[src/rtl/decode_pkg.sv]
// Shared decode types: immediate-format codes, RV32I major opcodes and sequencer states.
package decode_pkg;

  typedef enum logic [2:0] {
    FMT_R    = 3'd0,
    FMT_I    = 3'd1,
    FMT_S    = 3'd2,
    FMT_B    = 3'd3,
    FMT_U    = 3'd4,
    FMT_J    = 3'd5,
    FMT_NONE = 3'd7
  } imm_fmt_e;

  localparam logic [6:0] OP_R      = 7'b0110011;
  localparam logic [6:0] OP_IMM    = 7'b0010011;
  localparam logic [6:0] OP_LOAD   = 7'b0000011;
  localparam logic [6:0] OP_JALR   = 7'b1100111;
  localparam logic [6:0] OP_STORE  = 7'b0100011;
  localparam logic [6:0] OP_BRANCH = 7'b1100011;
  localparam logic [6:0] OP_LUI    = 7'b0110111;
  localparam logic [6:0] OP_AUIPC  = 7'b0010111;
  localparam logic [6:0] OP_JAL    = 7'b1101111;

  typedef enum logic [1:0] {
    ST_RUN   = 2'd0,
    ST_STALL = 2'd1,
    ST_FLUSH = 2'd2
  } ctrl_state_e;

  // Counter preload for an N-cycle dwell: the state exits after the cycle where the count reads 0.
  function automatic logic [2:0] dwell_load(input int unsigned cycles);
    return 3'(cycles - 1);
  endfunction

endpackage

[src/rtl/decode_issue_ctrl_fmt_decode.sv]
// Opcode classifier: immediate format plus which source registers the instruction reads.
// Purely combinational; unknown opcodes read no registers so they can never raise a hazard.
module fmt_decode
  import decode_pkg::*;
(
  input  logic [6:0] i_opcode,
  output imm_fmt_e   o_fmt,
  output logic       o_rs1_used,
  output logic       o_rs2_used
);

  always_comb begin
    o_fmt = FMT_NONE;
    case (i_opcode)
      OP_R:                     o_fmt = FMT_R;
      OP_IMM, OP_LOAD, OP_JALR: o_fmt = FMT_I;
      OP_STORE:                 o_fmt = FMT_S;
      OP_BRANCH:                o_fmt = FMT_B;
      OP_LUI, OP_AUIPC:         o_fmt = FMT_U;
      OP_JAL:                   o_fmt = FMT_J;
      default:                  o_fmt = FMT_NONE;
    endcase
    o_rs1_used = o_fmt inside {FMT_R, FMT_I, FMT_S, FMT_B};
    o_rs2_used = o_fmt inside {FMT_R, FMT_S, FMT_B};
  end

endmodule

[src/rtl/decode_issue_ctrl.sv]
// IF/ID slot sequencer: load-use bubbles, post-redirect fetch drain, valid/ready on both sides.
// DECODE_PERF_CNT_EN adds saturating stall_cnt/flush_cnt outputs.
module decode_issue_ctrl
  import decode_pkg::*;
#(
  parameter int unsigned STALL_CYCLES = 1,
  parameter int unsigned FLUSH_CYCLES = 1
) (
  input  logic        clk,
  input  logic        reset,
  input  logic        if_valid,
  input  logic [31:0] if_inst,
  input  logic [31:0] if_pc,
  output logic        if_ready,
  output logic        id_valid,
  input  logic        id_ready,
  output logic [31:0] id_inst,
  output logic [31:0] id_pc,
  output imm_fmt_e    id_fmt,
  input  logic        ex_mem_read,
  input  logic [4:0]  ex_rd,
  input  logic        br_taken
`ifdef DECODE_PERF_CNT_EN
  ,
  output logic [15:0] stall_cnt,
  output logic [15:0] flush_cnt
`endif
);

  localparam logic [2:0] STALL_LOAD = dwell_load(STALL_CYCLES);
  localparam logic [2:0] FLUSH_LOAD = dwell_load(FLUSH_CYCLES);

  ctrl_state_e r_state;
  logic [2:0]  r_cnt;
  logic        r_slot_vld;
  logic [31:0] r_inst;
  logic [31:0] r_pc;

  imm_fmt_e    w_fmt;
  logic        w_rs1_used;
  logic        w_rs2_used;
  logic        w_hazard;
  logic        w_run;
  logic        w_fire;
  logic        w_accept;

  fmt_decode u_fmt_decode (
    .i_opcode   (r_inst[6:0]),
    .o_fmt      (w_fmt),
    .o_rs1_used (w_rs1_used),
    .o_rs2_used (w_rs2_used)
  );

  assign w_hazard = r_slot_vld & ex_mem_read & (ex_rd != 5'd0) &
                    ((w_rs1_used & (r_inst[19:15] == ex_rd)) |
                     (w_rs2_used & (r_inst[24:20] == ex_rd)));

  assign w_run    = (r_state == ST_RUN);
  assign id_valid = w_run & r_slot_vld & ~w_hazard & ~br_taken;
  assign w_fire   = id_valid & id_ready;
  // FLUSH keeps fetch flowing so wrong-path words drain without stalling the front end.
  assign if_ready = (r_state == ST_FLUSH) |
                    (w_run & (~r_slot_vld | w_fire) & ~br_taken);
  assign w_accept = if_valid & if_ready;

  assign id_inst  = r_inst;
  assign id_pc    = r_pc;
  assign id_fmt   = w_fmt;

  always_ff @(posedge clk) begin
    if (!reset) begin
      r_state    <= ST_RUN;
      r_cnt      <= 3'd0;
      r_slot_vld <= 1'b0;
      r_inst     <= 32'd0;
      r_pc       <= 32'd0;
    end else if (br_taken) begin
      r_state    <= ST_FLUSH;
      r_cnt      <= FLUSH_LOAD;
      r_slot_vld <= 1'b0;
    end else begin
      case (r_state)
        ST_RUN: begin
          if (w_hazard) begin
            r_state <= ST_STALL;
            r_cnt   <= STALL_LOAD;
          end else if (w_accept) begin
            r_slot_vld <= 1'b1;
            r_inst     <= if_inst;
            r_pc       <= if_pc;
          end else if (w_fire) begin
            r_slot_vld <= 1'b0;
          end
        end
        ST_STALL, ST_FLUSH: begin
          if (r_cnt == 3'd0) r_state <= ST_RUN;
          else               r_cnt   <= r_cnt - 3'd1;
        end
        default: r_state <= ST_RUN;
      endcase
    end
  end

`ifdef DECODE_PERF_CNT_EN
  logic [15:0] r_stall_cnt;
  logic [15:0] r_flush_cnt;

  always_ff @(posedge clk) begin
    if (!reset) begin
      r_stall_cnt <= 16'd0;
      r_flush_cnt <= 16'd0;
    end else begin
      if (r_state == ST_STALL && r_stall_cnt != 16'hFFFF) r_stall_cnt <= r_stall_cnt + 16'd1;
      if (r_state == ST_FLUSH && r_flush_cnt != 16'hFFFF) r_flush_cnt <= r_flush_cnt + 16'd1;
    end
  end

  assign stall_cnt = r_stall_cnt;
  assign flush_cnt = r_flush_cnt;
`endif

endmodule

[config.mk]
export PLATFORM = sky130hd
export DESIGN_NAME = decode_issue_ctrl
export DESIGN_NICKNAME = d
export VERILOG_FILES = /design/src/rtl/decode_pkg.sv /design/src/rtl/decode_issue_ctrl_fmt_decode.sv /design/src/rtl/decode_issue_ctrl.sv
export SDC_FILE = /design/constraint.sdc
export NUM_CORES = 1
export LEC_CHECK = 0
export ABC_AREA = 1
export ABC_CLOCK_PERIOD_IN_PS = 1800
export CAP_MARGIN = 20
export CORE_ASPECT_RATIO = 1.4
export CORE_MARGIN = 1.5
export CORE_UTILIZATION = 40
export DETAILED_ROUTE_END_ITERATION = 8
export DONT_BUFFER_PORTS = 1
export PLACE_DENSITY_LB_ADDON = 0.2
export SLEW_MARGIN = 15
export SYNTH_ARGS = -nofsm -noshare
export SYNTH_HDL_FRONTEND = slang
export SYNTH_HIERARCHICAL = 1
export SYNTH_SLANG_ARGS = --single-unit
[constraint.sdc]
create_clock -name clk -period 1.8 [get_ports clk]
set_input_delay 0 -clock clk [delete_from_list [all_inputs] [get_ports clk]]
set_output_delay 0 -clock clk [all_outputs]
set_load 0.03 [all_outputs]
# --- Word-level counts from Yosys, hierarchy flattened ---
# Index checks and enable logic that the tools add are counted.
totals:
  register_bits: 70
  in_bits: 75
  output_inout_bits: 69
  word_cells: 74
classes:
  add_sub_neg: 1
  eq_ne: 21
  n_mux: 10
  n_bitwise: 19
  reduce_logical: 17
op_table:
  columns: ["operator", "count"]
  rows:
  - ["$eq A7 B6 Y1 const B", 3]
  - ["$eq A7 B7 Y1 const B", 3]
  - ["$pmux W3 S6", 1]
  - ["$eq A7 B5 Y1 const B", 2]
  - ["$and A1 B1 Y1", 12]
  - ["$eq A5 B5 Y1", 2]
  - ["$eq A7 B2 Y1 const B", 1]
  - ["$eq A3 B2 Y1 const B", 2]
  - ["$logic_not A3 Y1", 2]
  - ["$mux W2", 3]
  - ["$mux W3", 2]
  - ["$ne A2 B2 Y1 const B", 3]
  - ["$ne A3 B3 Y1 const B", 2]
  - ["$pmux W3 S2", 1]
  - ["$reduce_and A3 Y1", 2]
  - ["$reduce_or A2 Y1", 3]
  - ["$reduce_bool A5 Y1", 1]
  - ["$not A1 Y1", 4]
  - ["$pmux W2 S2", 1]
  - ["$reduce_and A2 Y1", 2]
  - ["$reduce_and A4 Y1", 1]
  - ["$reduce_bool A2 Y1", 2]
  - ["$reduce_bool A4 Y1", 1]
  - ["$eq A3 B1 Y1 const B", 1]
  - ["other kinds (8)", 11]

# --- Depth between registers and ports, before layout ---
# Gate-level depths: netlist of the first run.
logic_depth:
  depth_word: 19
  mapped_depth: 21
  depth_no_buf: 20

# --- Cells and area by module ---
# The synthesis of the first run kept the hierarchy.
by_module_without_submodules:
  columns: ["mod", "instances", "cells_each", "area_each_um2", "seq_area_each_um2"]
  rows:
  - ["decode_issue_ctrl", 1, 644, 3886.2, 1401.3]
  - ["fmt_decode", 1, 35, 163.9, 0.0]

# --- Worst setup path after synthesis of the first run ---
# OpenSTA, ideal clock, no wires.
synth_timing:
  kind: "flip-flop to flip-flop"
  from: "register r_inst[4] (netlist: id_inst[4])"
  to: "register r_pc[21] (netlist: id_pc[21])"
  setup_ns: 0.110
  arrival_ns: 2.168
  slack_ns: -0.478
  stages_incl_launch_ff: 20
  n_path_buf: 2
  period_less_slack_ns: 2.278
  cell_sequence: "dfxtp_1 -> inv_2 -> nand2_2 -> nor2_4 -> nand2_1 -> nand2_2 -> nor2_4 -> inv_1 -> nand2_1 -> nor2_1 -> nand3_1 -> nand2_1 -> nand2_1 -> nand2_1 -> nor2_2 -> buf_4 -> buf_4 -> nand4_1 -> nand2_1 -> nor2_1"
synth_between:
  elab_chain_cells: 18
synth_lines:
  columns: ["element", "line", "rtl"]
  rows:
  - ["from (decl)", "decode_issue_ctrl.sv:36", "logic [31:0] r_inst;"]
  - ["from (signal assigned)", "decode_issue_ctrl.sv:89", "r_inst <= if_inst;"]
  - ["$eq A7 B5 Y1, or another cell as far along", "decode_issue_ctrl_fmt_decode.sv:14", "case (i_opcode)"]
  - ["$reduce_or A3 Y1 or $reduce_or A2 Y1 (tied branches)", "decode_issue_ctrl_fmt_decode.sv:14", null]
  - ["$pmux W3 S6 *", "decode_issue_ctrl_fmt_decode.sv:14", null]
  - ["named net id_fmt[2]", "decode_issue_ctrl.sv:19", "output imm_fmt_e id_fmt,"]
  - ["$eq A3 B1 Y1, or another cell as far along", "decode_issue_ctrl_fmt_decode.sv:23", "o_rs1_used = o_fmt inside {FMT_R, FMT_I, FMT_S, FMT_B};"]
  - ["$reduce_bool A4 Y1 *", "decode_issue_ctrl_fmt_decode.sv:23", null]
  - ["named net w_rs1_used", "decode_issue_ctrl.sv:40", "logic w_rs1_used;"]
  - ["$and A1 B1 Y1 *", "decode_issue_ctrl.sv:55", "((w_rs1_used & (r_inst[19:15] == ex_rd)) |"]
  - ["[... 2 more ...]", null, null]
  - ["$not A1 Y1 (no source line) *", null, null]
  - ["$and A1 B1 Y1 (2 in a row)", "decode_issue_ctrl.sv:59", "assign id_valid = w_run & r_slot_vld & ~w_hazard & ~br_taken;"]
  - ["$and A1 B1 Y1", "decode_issue_ctrl.sv:60", "assign w_fire = id_valid & id_ready;"]
  - ["$or A1 B1 Y1", "decode_issue_ctrl.sv:63", "(w_run & (~r_slot_vld | w_fire) & ~br_taken);"]
  - ["$and A1 B1 Y1 (2 in a row)", "decode_issue_ctrl.sv:63", null]
  - ["$or A1 B1 Y1", "decode_issue_ctrl.sv:62", "assign if_ready = (r_state == ST_FLUSH) |"]
  - ["$and A1 B1 Y1", "decode_issue_ctrl.sv:64", "assign w_accept = if_valid & if_ready;"]
  - ["$reduce_and A4 Y1 (no source line) *", null, null]
  - ["to (signal assigned)", "decode_issue_ctrl.sv:90", "r_pc <= if_pc;"]
  - ["to (decl)", "decode_issue_ctrl.sv:37", "logic [31:0] r_pc;"]
# Mark *: on every way through the listed nets, which the timed path passes. The rest lies on a longest branch.
# A chain may end at the register's enable or synchronous reset.

# --- Worst setup path in the final report of the first run ---
layout_timing:
  from: "register r_inst[4] (netlist: id_inst[4])"
  to: "register r_pc[27] (netlist: id_pc[27])"
layout_between:
  elab_chain_cells: 18
layout_lines:
  columns: ["element", "line", "rtl"]
  rows:
  - ["$eq A7 B5 Y1, or another cell as far along", "decode_issue_ctrl_fmt_decode.sv:14", null]
  - ["$reduce_or A3 Y1 or $reduce_or A2 Y1 (tied branches)", "decode_issue_ctrl_fmt_decode.sv:14", null]
  - ["$pmux W3 S6 *", "decode_issue_ctrl_fmt_decode.sv:14", null]
  - ["$eq A3 B1 Y1, or another cell as far along", "decode_issue_ctrl_fmt_decode.sv:23", null]
  - ["$reduce_bool A4 Y1 *", "decode_issue_ctrl_fmt_decode.sv:23", null]
  - ["named net w_rs1_used", "decode_issue_ctrl.sv:40", null]
  - ["$and A1 B1 Y1 *", "decode_issue_ctrl.sv:55", null]
  - ["$or A1 B1 Y1 *", "decode_issue_ctrl.sv:55", null]
  - ["$and A1 B1 Y1 *", "decode_issue_ctrl.sv:54", "assign w_hazard = r_slot_vld & ex_mem_read & (ex_rd != 5'd0) &"]
  - ["$not A1 Y1 (no source line) *", null, null]
  - ["$and A1 B1 Y1 (2 in a row)", "decode_issue_ctrl.sv:59", null]
  - ["$and A1 B1 Y1", "decode_issue_ctrl.sv:60", null]
  - ["$or A1 B1 Y1", "decode_issue_ctrl.sv:63", null]
  - ["$and A1 B1 Y1 (2 in a row)", "decode_issue_ctrl.sv:63", null]
  - ["$or A1 B1 Y1", "decode_issue_ctrl.sv:62", null]
  - ["$and A1 B1 Y1", "decode_issue_ctrl.sv:64", null]
  - ["$reduce_and A4 Y1 (no source line) *", null, null]
# Marked as above.

==> summary.txt, run 1 <==
relative slew slack -> 0.655
Hold Fails Final Rpt -> 0
Starting Density -> 0.409
startpoint types -> register
Total Power -> 4.71 mW
LEAKAGE -> 3.10 nW
layer with the highest usage -> met2
worst setup path end -> id_pc[27]
outcome -> finished, violations left
CTS max path bufs -> 2
layout cell share with drive strength beyond 1 -> 0.294
Worst R2R End -> id_pc[27]
core region area -> 0.00990 sq mm
Die H -> 122 microns
drt pass-1 iters -> 5
I/O pin count -> 144
CTS H-Tree Depth -> 3
gpl congestion -> 0.866
GR Util All Layers -> 0.220
r2r worst-path depth -> 21
GR Overflow Total -> 0
Die Wd -> 88.0 microns
Final period util -> 1.19
post-synth design cell area -> 0.00405 sq mm
Final Max Tran Viols -> 0
wire length per cell -> 14.2 microns
Max VDD drop -> 0.000461 V
syn nets -> 758
synth unique cells -> 23
Detailed Place HPWL -> 7.21 mm
RSZ-0062 raised after global routing -> true
first-pass GRT wire length -> 18.4 mm
largest net degree at the start of global routing -> 67
Cell Rows -> 43
crit-path max FO -> 8
final instance area -> 0.00603 sq mm
initial antenna violation count -> 0
Final Critical Period -> 2.14 ns
Routed WL -> 13.1 mm
MaxCap Viol Count -> 0
DRC -> 0
placed inst area -> 0.00438 sq mm
CP endpoint kind -> register
Worst Setup SP -> id_inst[4]
Non-Filler Instances -> 922
Worst-Skew Late Latency -> 0.34 ns
final worst slack -> -0.337 ns
Final Setup Violations -> 67
Post-DRT Antenna Nets -> 0
worst slew pin tran -> 0.517 ns
leading cell type in the layout, fill and taps excluded -> inv_1
sink count of the clock tree -> 70
Net count, final -> 861
cells after synthesis -> 679
M3 GR Usage -> 0.0678
YS warnings -> 6
Area Overhead vs Synth -> 48.8%
clock slew seen by the registers of the worst setup and hold paths -> 0.06 ns
CTS tree -> done
CP required -> 2.07 ns
drt via density -> 4.62
antenna cells -> 0
reg2reg start -> id_inst[4]
Die Area -> 0.0107 sq mm
vias in the first global route -> 3997
Inserted Clock Buffers -> 9
fin util -> 0.609
Clock Skews -> 0.00449 ns
M1 GR Usage -> 0.234
met2 Use GR -> 0.399
Port Buffers -> 0
Clock Root Buffer -> clkbuf_16
# fillers -> 918
Achievable Freq -> 468 MHz
R2R Setup Slk -> -0.34 ns
violated checks -> setup timing
dpl ws -> -0.353 ns
Min-Delay Path Class -> input port to register
Vias -> 4262
Yosys reg bits -> 70
power density over the cells -> 781 mW/mm^2
initial drt markers -> 218
sequential-to-total area share from yosys stat -> 0.346
cell total after placement -> 818
crit path DAT -> 2.41 ns
Avg Inst Size Synth -> 5.96 sq um
most frequent cells in the layout -> inv_1, nand2_1, nor2_1
CP Class -> register to register
registers in the layout, summed over array words and instances, names as in the netlist:
name / count
r_state: 2
r_cnt: 3
r_slot_vld: 1
id_pc: 32
id_inst: 32
how the worst min path moves through the flow:
stage,from,to,slack (ns),cells after the start
finish,reset,id_inst[4],0.03,3
global placement,reset,id_inst[5],0.12,2
CTS,reset,id_inst[4],0.02,3
floorplan,if_inst[3],id_inst[3],0.22,4
global route,reset,id_inst[4],0.04,3
detailed placement,reset,id_inst[5],0.13,2
layer usage:
layer,up-vias,share of wire
met5,-,0
met2,148,0.53
li1,2174,-
met4,0,0.028
met3,28,0.071
met1,1912,0.38
layout make-up:
class,count,area [sq um],area share
multi-input combinational,359,2020,0.335
sequential,70,1420,0.235
timing repair buffer,125,1310,0.218
inverter,217,817,0.136
clock buffer,9,225,0.0374
tap,135,169,0.0280
clock inverter,7,63.8,0.0106
stage by stage:
step	setup TNS, ns	hold WS, ns
after CTS	-16.64	0.0245
after detailed placement	-19.15	0.126
final	-19.43	0.0290
after global placement	-14.58	0.119
after global routing	-30.01	0.0407
after floorplan	-17.37	0.222
critical path, cell delays in order (launching register included):
cell       delay, ns
dfxtp_4         0.36
inv_2           0.04
nand2_2         0.07
nor2_4          0.04
nand2_2         0.06
nand2_2         0.07
nor2_4          0.12
inv_2           0.03
nand2_1         0.06
nor2_1          0.04
nand3_1         0.07
nand2_2         0.08
nand2_4         0.08
nand3_2         0.06
nand2_2         0.09
nand2_4         0.07
nand2_8         0.11
nand3_4         0.18
clkbuf_16       0.25
nand2_2         0.05
inv_1           0.04
nor2_1          0.09
power by group:
| group | switching (mW) | internal (mW) | total [mW] |
|---|---|---|---|
| logic | 0.638 | 0.470 | 1.11 |
| registers | 0.196 | 1.64 | 1.84 |
| clock network | 0.696 | 1.06 | 1.76 |
| total | 1.53 | 3.18 | 4.71 |
kinds of logic after synthesis:
| kind of cell | count (synthesis) | share of synthesized area |
|---|---|---|
| adder cells (fa/ha/maj) | 4 | 0.0124 |
| AO/OA/AOI/OAI | 11 | 0.0173 |
| AND/OR/NAND/NOR | 343 | 0.374 |
| flip-flops | 70 | 0.346 |
| buffers and inverters | 251 | 0.250 |
Yosys cell counts:
cell type  count  share of area
buf_4          6          0.011
a21boi_0       2         0.0037
nand3_1        6         0.0074
buf_1          7         0.0065
inv_1        198           0.18
nor2_4         3         0.0083
ha_1           4          0.012
clkbuf_1       8         0.0074
a211oi_1       4         0.0074
buf_6          5          0.014
nand2_4        1         0.0028
inv_2         19          0.018
dfxtp_1       70           0.35
buf_2          8         0.0099
nand4_1       65           0.10
nand2_1      180           0.17
and3_1         1         0.0015
nor2_2         1         0.0015
nand3_4        1         0.0043
a21oi_1        4         0.0049
o21ai_0        1         0.0012
nor2_1        81          0.075
nand2_2        4         0.0062
timing repair:
action / CTS / global route
resized for setup: 32 / 121
pin swaps: 16 / 63
hold buffers: 66 / 0
setup endpoints to repair: 71 / 72
hold endpoints to repair: 70 / 0
buffers inserted: 11 / 5
gates cloned: 0 / 9
(Power assumes the default switching activity.)
==> inputs of run 2 (changes only) <==
- CORE_MARGIN: 1.5 -> 5
==> run 2 against run 1 <==
- the flow still finishes with violations (setup timing)
- count of clock-buffer cells in the layout up 1
- hold slack got worse by 0.0062 ns
- die area is 14% higher
- core utilization decreased by 2.8 points
- non-clock buffer count decreased by 6
- sequential share of layout area increased by 1.2 points
- clock power fell by 6%
- combinational power is 9.9% lower
- total power decreased by 4.6%
- final area shrank 4.7%
- critical endpoint is now r_slot_vld
- largest cell class unchanged
- largest power group unchanged
- highest routed layer unchanged
==> summary.txt, run 2 (synthesized netlist as in run 1, its figures left out) <==
outcome -> finished, violations left
violated checks -> setup timing
Clock Root Buffer -> clkbuf_16
LEAKAGE -> 2.99 nW
fin util -> 0.580
core region area -> 0.00990 sq mm
crit-path max FO -> 3
Cell Rows -> 43
I/O pin count -> 144
Routed WL -> 12.2 mm
startpoint types -> register
gpl congestion -> 0.852
Min-Delay Path Class -> input port to register
antenna cells -> 0
Net count, final -> 854
wire length per cell -> 13.3 microns
Clock power frac -> 0.367
CTS tree -> done
initial antenna violation count -> 0
CP required -> 2.05 ns
Hold Fails Final Rpt -> 0
crit path DAT -> 2.41 ns
Final Critical Period -> 2.15 ns
final worst slack -> -0.355 ns
Detailed Place HPWL -> 7.65 mm
CTS max path bufs -> 2
Post-DRT Antenna Nets -> 0
GR Util All Layers -> 0.199
vias in the first global route -> 4117
Non-Filler Instances -> 915
cell total after placement -> 818
drt via density -> 4.57
Sw Ratio -> 0.324
Final period util -> 1.20
Switching Power -> 1.45 mW
Final Max Tran Viols -> 0
Starting Density -> 0.409
leading cell type in the layout, fill and taps excluded -> inv_1
Inserted Clock Buffers -> 9
most frequent cells in the layout -> inv_1, nand2_1, nor2_1
GR Overflow Total -> 0
power density over the cells -> 781 mW/mm^2
Achievable Freq -> 464 MHz
CP Class -> register to register
sink count of the clock tree -> 70
sequential share of power -> 0.410
Final Setup Violations -> 69
CTS H-Tree Depth -> 3
CP endpoint kind -> register
largest net degree at the start of global routing -> 67
RSZ-0062 raised after global routing -> true
drt pass-1 iters -> 4
Die Wd -> 95.0 microns
Vias -> 4182
Area Overhead vs Synth -> 41.9%
Max VDD drop -> 0.000467 V
relative slew slack -> 0.623
Die Area -> 0.0123 sq mm
Worst-Skew Late Latency -> 0.33 ns
worst slew pin tran -> 0.559 ns
first-pass GRT wire length -> 19.3 mm
layout cell share with drive strength beyond 1 -> 0.215
clock slew seen by the registers of the worst setup and hold paths -> 0.06 ns
Die H -> 129 microns
Port Buffers -> 0
internal power -> 3.04 mW
MaxCap Viol Count -> 0
initial drt markers -> 157
Clock Skews -> 0.00653 ns
Gate power share -> 0.223
DRC -> 0
run 2: worst paths after layout:
kind                 to        from  slack, ns  cells after the start
max          r_slot_vld  id_inst[0]      -0.35                     19
min          id_inst[5]       reset       0.02                      3
max reg2reg  r_slot_vld  id_inst[0]      -0.35                     19
min reg2reg    r_cnt[1]    r_cnt[1]       0.48                      2
run 2: area by class of cell:
| type | instances | area (sq um) |
|---|---|---|
| Sequential cell | 70 | 1420 |
| Multi-Input combinational cell | 358 | 1860 |
| Inverter | 217 | 815 |
| Clock buffer | 10 | 239 |
| Fill cell | 932 | 4150 |
| Clock inverter | 6 | 37.5 |
| Tap cell | 135 | 169 |
| Timing Repair Buffer | 119 | 1210 |
run 2: through the flow:
| stage | worst slack [ns] | instance area [sq um] | setup TNS (ns) | hold WS (ns) | power, mW |
|---|---|---|---|---|---|
| 6_report | -0.355 | 5750 | -18.61 | 0.0228 | 4.49 |
| 3_3_place_gp | -0.259 | 4370 | -14.34 | 0.124 | 2.55 |
| 5_1_grt | -0.487 | 5750 | -29.93 | 0.0346 | 4.73 |
| 2_1_floorplan | -0.287 | 4110 | -17.37 | 0.222 | 2.43 |
| 4_1_cts | -0.366 | 5620 | -21.90 | 0.0244 | 4.50 |
| 3_5_place_dp | -0.329 | 4370 | -20.20 | 0.132 | 2.57 |
run 2: worst max-delay path, cell delays in order, from the launching register on:
cell and delay (ns):
dfxtp_2 0.34, nand2_2 0.08, inv_2 0.09, nand2_4 0.06, nor2_4 0.14, nor2_4 0.05, inv_2 0.05, nand2_2 0.06
nor2_4 0.10, nand3_2 0.08, nand2_2 0.09, nand2_2 0.07, nand3_2 0.07, nand2_2 0.06, buf_4 0.14, buf_4 0.13
buf_4 0.12, buf_4 0.12, buf_4 0.12, a21oi_2 0.12
run 2: per-layer routing:
layer / share of wire / global-route usage / up-vias
met5: 0 / 0 / -
met4: 0.029 / 0.0824 / 0
met3: 0.076 / 0.0621 / 29
met2: 0.54 / 0.367 / 130
met1: 0.36 / 0.204 / 1870
li1: - / - / 2153
run 2: power groups by stage:
stage / combinational [mW] / clock (mW) / sequential, mW
final: 1.00 / 1.65 / 1.84
after global routing: 1.11 / 1.77 / 1.85
after global placement: 0.682 / 0 / 1.87
after CTS: 0.957 / 1.71 / 1.84
after detailed placement: 0.696 / 0 / 1.87
after floorplan: 0.537 / 0 / 1.90
run 2: what timing repair did:
action                                  4_1_cts  5_1_grt
endpoints found under the setup margin       72       72
hold buffers                                 66        0
hold endpoints to repair                     66        0
buffers inserted                             12        2
gates cloned                                  3        0
gates resized for setup                      36       53
pin swaps                                    14       31
